--- config.mk ---
export PLATFORM = sky130hd
export DESIGN_NAME = mvm64_tile_sched
export DESIGN_NICKNAME = d
export VERILOG_FILES = /design/src/rtl/mvm64_tile_sched.sv
export SDC_FILE = /design/constraint.sdc
export NUM_CORES = 2
export LEC_CHECK = 0
export ABC_CLOCK_PERIOD_IN_PS = 3200
export CORE_AREA = 2 2 499 501
export DETAILED_ROUTE_END_ITERATION = 6
export DIE_AREA = 0 0 501 503
export HOLD_SLACK_MARGIN = 0.15
export PLACE_DENSITY = 0.67
export SETUP_SLACK_MARGIN = 0.1
export SYNTH_ARGS = -nofsm -noshare
export SYNTH_HDL_FRONTEND = slang
export SYNTH_SLANG_ARGS = --single-unit
--- constraint.sdc ---
create_clock -name clk -period 3.2 [get_ports clk]
set_input_delay 0.64 -clock clk [delete_from_list [all_inputs] [get_ports clk]]
set_output_delay 0.64 -clock clk [all_outputs]
set_load 0.005 [all_outputs]
--- src/rtl/mvm64_tile_sched.sv ---
// Sequences the 16 tiles of a 64x64 matrix-vector product, accumulating lanes per output segment.
// Minimum latency 33 cycles from the start edge to result_valid; start while busy is dropped.
module mvm64_tile_sched #(
    parameter int DW      = 16,
    parameter int TIMEOUT = 1023
) (
    input  logic                clk,
    input  logic                rst,
    input  logic                start,
    output logic                busy,
    output logic                tile_start,
    output logic [1:0]          tile_row,
    output logic [1:0]          tile_col,
    input  logic                tile_done,
    input  logic [16*DW-1:0]    tile_psum,
    output logic [64*DW-1:0]    result,
    output logic                result_valid,
    output logic                err
);

    localparam int SEGW = 16 * DW;

    typedef enum logic [1:0] {
        ST_IDLE  = 2'd0,
        ST_ISSUE = 2'd1,
        ST_WAIT  = 2'd2,
        ST_DONE  = 2'd3
    } state_t;

    state_t             state_q, state_d;
    logic [1:0]         r_q, r_d;
    logic [1:0]         k_q, k_d;
    logic [SEGW-1:0]    acc_q, acc_d;
    logic [64*DW-1:0]   stage_q, stage_d;
    logic [15:0]        cnt_q, cnt_d;
    logic [64*DW-1:0]   result_q, result_d;
    logic               rv_q, rv_d;
    logic               err_q, err_d;

    logic [SEGW-1:0]    lane_sum;
    logic [15:0]        cnt_inc;

    // Lane-wise wrap-around add; each lane's carry-out is simply dropped.
    always_comb begin
        lane_sum = '0;
        for (int i = 0; i < 16; i++) begin
            lane_sum[i*DW +: DW] = acc_q[i*DW +: DW] + tile_psum[i*DW +: DW];
        end
    end

    assign cnt_inc = cnt_q + 16'd1;

    always_comb begin
        state_d  = state_q;
        r_d      = r_q;
        k_d      = k_q;
        acc_d    = acc_q;
        stage_d  = stage_q;
        cnt_d    = cnt_q;
        result_d = result_q;
        rv_d     = 1'b0;
        err_d    = err_q;
        case (state_q)
            ST_IDLE: begin
                if (start) begin
                    r_d     = 2'd0;
                    k_d     = 2'd0;
                    acc_d   = '0;
                    err_d   = 1'b0;
                    state_d = ST_ISSUE;
                end
            end
            ST_ISSUE: begin
                cnt_d   = '0;
                state_d = ST_WAIT;
            end
            ST_WAIT: begin
                // Completion wins over a timeout landing in the same cycle.
                if (tile_done) begin
                    if (k_q != 2'd3) begin
                        acc_d   = lane_sum;
                        k_d     = k_q + 2'd1;
                        state_d = ST_ISSUE;
                    end else begin
                        for (int s = 0; s < 4; s++) begin
                            if (r_q == 2'(3 - s)) begin
                                stage_d[s*SEGW +: SEGW] = lane_sum;
                            end
                        end
                        acc_d = '0;
                        k_d   = 2'd0;
                        if (r_q != 2'd3) begin
                            r_d     = r_q + 2'd1;
                            state_d = ST_ISSUE;
                        end else begin
                            state_d = ST_DONE;
                        end
                    end
                end else begin
                    cnt_d = cnt_inc;
                    if (cnt_inc == 16'(TIMEOUT)) begin
                        err_d   = 1'b1;
                        r_d     = 2'd0;
                        k_d     = 2'd0;
                        acc_d   = '0;
                        state_d = ST_IDLE;
                    end
                end
            end
            ST_DONE: begin
                result_d = stage_q;
                rv_d     = 1'b1;
                state_d  = ST_IDLE;
            end
            default: begin
                state_d = ST_IDLE;
            end
        endcase
    end

    always_ff @(posedge clk) begin
        if (rst) begin
            state_q  <= ST_IDLE;
            r_q      <= 2'd0;
            k_q      <= 2'd0;
            acc_q    <= '0;
            stage_q  <= '0;
            cnt_q    <= '0;
            result_q <= '0;
            rv_q     <= 1'b0;
            err_q    <= 1'b0;
        end else begin
            state_q  <= state_d;
            r_q      <= r_d;
            k_q      <= k_d;
            acc_q    <= acc_d;
            stage_q  <= stage_d;
            cnt_q    <= cnt_d;
            result_q <= result_d;
            rv_q     <= rv_d;
            err_q    <= err_d;
        end
    end

    assign busy         = (state_q != ST_IDLE);
    assign tile_start   = (state_q == ST_ISSUE);
    assign tile_row     = r_q;
    assign tile_col     = k_q;
    assign result       = result_q;
    assign result_valid = rv_q;
    assign err          = err_q;

endmodule

After elaboration in Yosys (flattened, before gate mapping)
Index checks and enable logic that the tools add are counted.
{ "op_classes": {"n_mux": 26, "reduce_logical": 14, "addsub": 19, "n_eq_ne": 15, "bitwise_logic": 1} }
{ "op_table": {"columns": ["op", "n"], "rows": [
  ["2-to-1 mux 256 bit", 4],
  ["case mux 256 bit (2 select lines)", 1],
  ["adder 16 bit", 16],
  ["case mux 16 bit (2 select lines)", 1],
  ["2-to-1 mux 2 bit", 11],
  ["AND reduction 4 bit", 5],
  ["adder 16 x 1 -> 16 bit, second input constant", 1],
  ["equality test 16 x 10 -> 1 bit, second input constant", 1],
  ["2-to-1 mux 16 bit", 1],
  ["inequality test 2 bit, second input constant", 5],
  ["inequality test 3 bit, second input constant", 3],
  ["equality test 2 bit, second input constant", 4],
  ["case mux 2 bit (2 select lines)", 2],
  ["case mux 2 bit (4 select lines)", 1],
  ["nonzero test 2 bit", 3],
  ["AND reduction 5 bit", 1],
  ["adder 2 x 1 -> 2 bit, second input constant", 2],
  ["equality test 2 x 1 -> 1 bit, second input constant", 2],
  ["logical NOT 2 bit", 2],
  ["2-to-1 mux 1 bit", 4],
  ["AND reduction 2 bit", 2],
  ["AND reduction 3 bit", 1],
  ["case mux 1 bit (2 select lines)", 1],
  ["inverter 1 bit", 1]
]} }
{ "word_totals": {"wordCells": 87, "in_bits": 260, "out_inout_bits": 1032, "reg_bits": 2328} }

Depth between registers and ports, before layout
{ "depth": {"depth_word": 5, "ltp_mapped": 13, "depth_no_buf": 12} }

Worst setup path before layout
Ideal clock, no wire load.
{ "synth_timing": {"path_type": "input to register", "start": "input tile_psum[240]", "end": "register stage_q[1020]", "path_buffers": 1, "cell_stages": 13, "path_slack_ns": 0.073, "setup_ns": 0.120, "t_arrival_ns": 3.007, "required_time_ns": 3.080, "cell_sequence": "ha_1 inv_1 fa_1 nor2b_1 o21ai_0 a21boi_0 o21a_1 o41ai_2 o21ai_0 a31o_2 clkbuf_1 nor4_1 a211o_1"} }
{ "synth_between": {"elab_chain_cells": 1} }
{ "synth_lines": {"columns": ["element", "line", "text"], "rows": [
  ["start: declaration", "15", "input logic [16*DW-1:0] tile_psum,"],
  ["adder 16 bit", "47", "lane_sum[i*DW +: DW] = acc_q[i*DW +: DW] + tile_psum[i*DW +: DW];"],
  ["end signal: assignment", "137", "stage_q <= stage_d;"],
  ["end: declaration", "34", "logic [64*DW-1:0] stage_q, stage_d;"]
]} }
No other way between the ends.
A chain may end at the register's enable or synchronous reset.

Final worst setup path
{ "layout_timing": {"start": "register acc_q[240]", "end": "register stage_q[1023]"} }
{ "layout_between": {"elab_chain_cells": 1} }
{ "layout_lines": {"columns": ["element", "line", "text"], "rows": [
  ["start: declaration", "33", "logic [SEGW-1:0] acc_q, acc_d;"],
  ["start signal: assignment", "126", "acc_q <= '0;"],
  ["start signal: assignment", "136", "acc_q <= acc_d;"],
  ["adder 16 bit", "47", null]
]} }
No other way between the ends.

==> reports/summary.md <==
The flow ran to the end, and the final reports show no timing, DRC or antenna violations. The run gives 75.0k as the number of global-route vias before repair. The area of the placeable core was 247000 µm². The logs give 3800 ps for the arrival time of data at the critical path endpoint and 0 for the total count of hold-check failures in the final report.

Number of cells in the design after placement: 15.5k. The mapped netlist covers 89500 µm². The number of synthesized flops with an enable pin is 0, and the register-to-register setup slack is 200 ps. For the count of unique library cells instantiated by Yosys, the log shows 65.

Per-instance average area after synthesis: 8.07 µm². Sorting the synthesized cells by how often they occur yields sky130_fd_sc_hd__nand2_1, sky130_fd_sc_hd__dfxtp_1, sky130_fd_sc_hd__a21oi_1. Vias after detailed routing: 82.6k. Total global routing overflow: 0.

The endpoint identified for the worst register-to-register timing path is stage_q[1023]. For the placer's final routability congestion estimate, the log shows 0.926. For this run, the number of standard cells in the final layout without fillers is 16.0k.

The slowest stage of the critical path belongs to the cell sky130_fd_sc_hd__a31oi_1. In this run the tool buffered the top-level ports with 1291 buffer cells. After detailed routing, the average wire length per cell comes to 21.1 µm. The endpoint kind of the worst setup timing path is a flop. The slew at the pin closest to its max-slew limit works out to 1180 ps. The peak fanout along the critical path was 3; the delay contributed by the slowest stage of the critical path was 370 ps.

The flip-flop cell with the highest count after synthesis is sky130_fd_sc_hd__dfxtp_1. From left edge to right edge, the die measures 501 µm. The total leakage power is 42.2 nW, and the final sum of negative setup slack is 0 ps.

In the post-synthesis netlist, the biggest area contributors are sky130_fd_sc_hd__dfxtp_1, sky130_fd_sc_hd__nand2_1, sky130_fd_sc_hd__a21oi_1, sky130_fd_sc_hd__ha_1, sky130_fd_sc_hd__clkbuf_1. The tools report the sequential cell area fraction in the yosys report as 0.521. Power density of the placed cells: 526 nW/µm².

Based on the critical path, the design can be clocked at up to 0.334 GHz. The die covers 252000 µm². The final count of pins violating max slew was 0; the proportion of layout cells with a drive suffix above 1 was 0.0891.

The run gives 11.6k as the synthesized net count. Number of clock sinks: 2328. The logs give -666 ps for the worst setup timing slack at the placement stage and 930 ps for the clock insertion delay at the later pin of the skew report.

The worst hold path belongs to the class flop to flop. IR analysis of the VDD net gives a maximum drop of 0.458 mV. The biggest area contributor in the post-synthesis netlist is sky130_fd_sc_hd__dfxtp_1.

The portion of synthesized cell area occupied by the leading cell type works out to 0.521. Wires add up to 338000 µm. The worst hold path terminates at result[572].

Max-cap violations in this run came to 0. The critical path goes through ha_1 > buf_4 > a21oi_1 > o21ba_2 > a31oi_1 > a21oi_1 > a211oi_1 > buf_4 > xor2_1 > xor2_1 > buf_4 > nor2_1 > nor3_1. The final core utilization came out at 0.480. The normalized max-slew margin was 0.207. Along the worst hold path, the cell count comes to 2. The floorplan die height works out to 503 µm. The number of cell instances on the worst register-to-register path is 13, and the worst hold slack across all endpoints is 398 ps. Pin placement for this block handled 1292 I/O pins. The CTS buffer count is 237.

After clock tree synthesis, the clock-pin slew on the worst setup and hold paths is 60 ps. The run gives 0.362 as the starting density of the core. The worst setup path is of the flop to flop kind.

In the routed layout, each cell is associated on average with a via count of 5.16. Entering global routing, the biggest net connects 192 pins. Filler cell count: 23.8k.

The required time at the worst-slack endpoint is 4000 ps. The startpoint identified for the worst hold timing path is stage_q[572]. The logs give 70 for the initial antenna violation count and 13.1k for the net count reported at finish.

For the number of remaining DRC errors, the log shows 0. Among all cell types in the netlist, the one instantiated most often is sky130_fd_sc_hd__nand2_1. STA classifies the critical path startpoint as a flop.

After layout, the worst setup slack is 202 ps. The async set-or-reset flop fraction in the synthesized netlist came out at 0. The area growth from synthesis to layout works out to 32.5%. H-tree depth: 4. The logs give 0.255 for the all-layer global routing usage and 0 for the warning count from the yosys run.

For the number of rows in the core area, the log shows 183. TritonCTS built the clock tree. In this run, synthesis produced a sequential element count of 2328. The detailed router finished its first iteration with 7334 violations.

Setup violations remaining at the end of the flow were counted as 0. Setup repair after global routing left no endpoint under its margin. Before antenna repair, the detailed router went through 6 iterations. The part of the cycle the worst path needs works out to 0.937. Clock root buffer: sky130_fd_sc_hd__clkbuf_16. The worst register-to-register path begins at acc_q[240].

The detail route stage leaves a number of antenna-violating nets equal to 0. For the final HPWL from detailed placement, the log shows 243000 µm. Among the stages of the critical path, the cell type that occurs most often is sky130_fd_sc_hd__buf_4. The shortest period the worst path allows works out to 3000 ps. Synthesis produced 11.1k cells. In this run the deepest clock path goes through 3 buffers. The clock arrives with 92.1 ps of skew. Global-route wire length before repair: 489000 µm.
==> cells by family (layout without fill, tap and decap cells) <==
logic type,after synthesis,after routing,synth area share
AND/OR/NAND/NOR,4636,4636,0.206
AO/OA/AOI/OAI,2768,2768,0.176
flip-flops,2328,2328,0.521
buffers and inverters,873,2547,0.0370
adder cells (fa/ha/maj),263,263,0.0381
XOR/XNOR,202,202,0.0198
multiplexers,14,14,0.00157
other,0,25,0
==> how the worst max path moves through the flow <==
stage / start / to / slack (ps) / cells after the start
floorplan: tile_psum[240] / stage_q[1020] / 190 / 13
global placement: tile_psum[48] / acc_q[62] / -640 / 14
detailed placement: tile_psum[241] / stage_q[1020] / -670 / 13
CTS: acc_q[240] / stage_q[1020] / 110 / 13
global route: acc_q[17] / stage_q[287] / 110 / 12
finish: acc_q[240] / stage_q[1023] / 200 / 13
==> area by class of cell <==
type                    count  area [µm²]  area share
clock buffers             343        6800      0.0574
multi-input cells        7883       39700       0.335
diodes                     25        62.6    0.000528
clock inverters           106        1520      0.0129
inverters                 107         402     0.00339
well taps                3237        4050      0.0342
flip-flops and latches   2328       46600       0.393
repair buffers           1991       19300       0.163
==> power breakdown <==
| group | internal [mW] | switching [mW] | leakage (nW) |
|---|---|---|---|
| clock network | 16.9 | 12.5 | 4.07 |
| logic | 1.48 | 2.32 | 19.3 |
| registers | 29.1 | 0.0829 | 18.7 |
==> stage by stage <==
stage / power [mW] / cell area, µm²
after floorplan: 31.6 / 89500
after global placement: 33.5 / 110000
after detailed placement: 33.6 / 110000
after CTS: 62.7 / 118000
after global routing: 64.2 / 118000
final: 62.4 / 118000
==> critical path, delay by kind of cell, from the launching register on <==
kind,cells,cell delay (ps)
xor+xnor,2,490
buf+inv,3,450
fa+ha+maj,1,180
flops,1,340
simple gates,2,240
compound gates,5,1180
==> flip-flops by register name, summed over array words and instances, names as in the netlist <==
signal,count
acc_q,256
cnt_q,16
err,1
result,1024
result_valid,1
stage_q,1024
state_q,2
tile_col,2
tile_row,2
==> placed cells by master, fill, tap and decap left out, types with 107 or more instances in the layout <==
cell / Yosys / final
sky130_fd_sc_hd__ha_1: 247 / 247
sky130_fd_sc_hd__clkdlybuf4s50_1: 0 / 1289
sky130_fd_sc_hd__nor2_1: 672 / 671
sky130_fd_sc_hd__dfxtp_1: 2328 / 2328
sky130_fd_sc_hd__a211oi_1: 213 / 212
sky130_fd_sc_hd__inv_1: 107 / 107
sky130_fd_sc_hd__a22o_1: 166 / 166
sky130_fd_sc_hd__buf_4: 0 / 607
sky130_fd_sc_hd__o21ai_0: 178 / 175
sky130_fd_sc_hd__clkbuf_16: 0 / 237
sky130_fd_sc_hd__xnor2_1: 135 / 135
sky130_fd_sc_hd__nand2_1: 3518 / 3513
sky130_fd_sc_hd__a21oi_1: 1958 / 1957
==> layer usage <==
metal	global-route usage	part of all wire	vias to the layer above
met2	0.381	0.43	3019
li1	-	-	39964
met5	0	0.0016	-
met1	0.336	0.43	38880
met4	0.124	0.054	82
met3	0.0711	0.092	663
==> what timing repair did <==
action	in CTS	in global routing
hold buffers	1	0
endpoints found under the setup margin	1	89
resized for setup	1	28
pin swaps	0	3
hold endpoints to repair	1	0
setup buffers	0	2
Note: power is estimated with default switching activity, not from simulation.
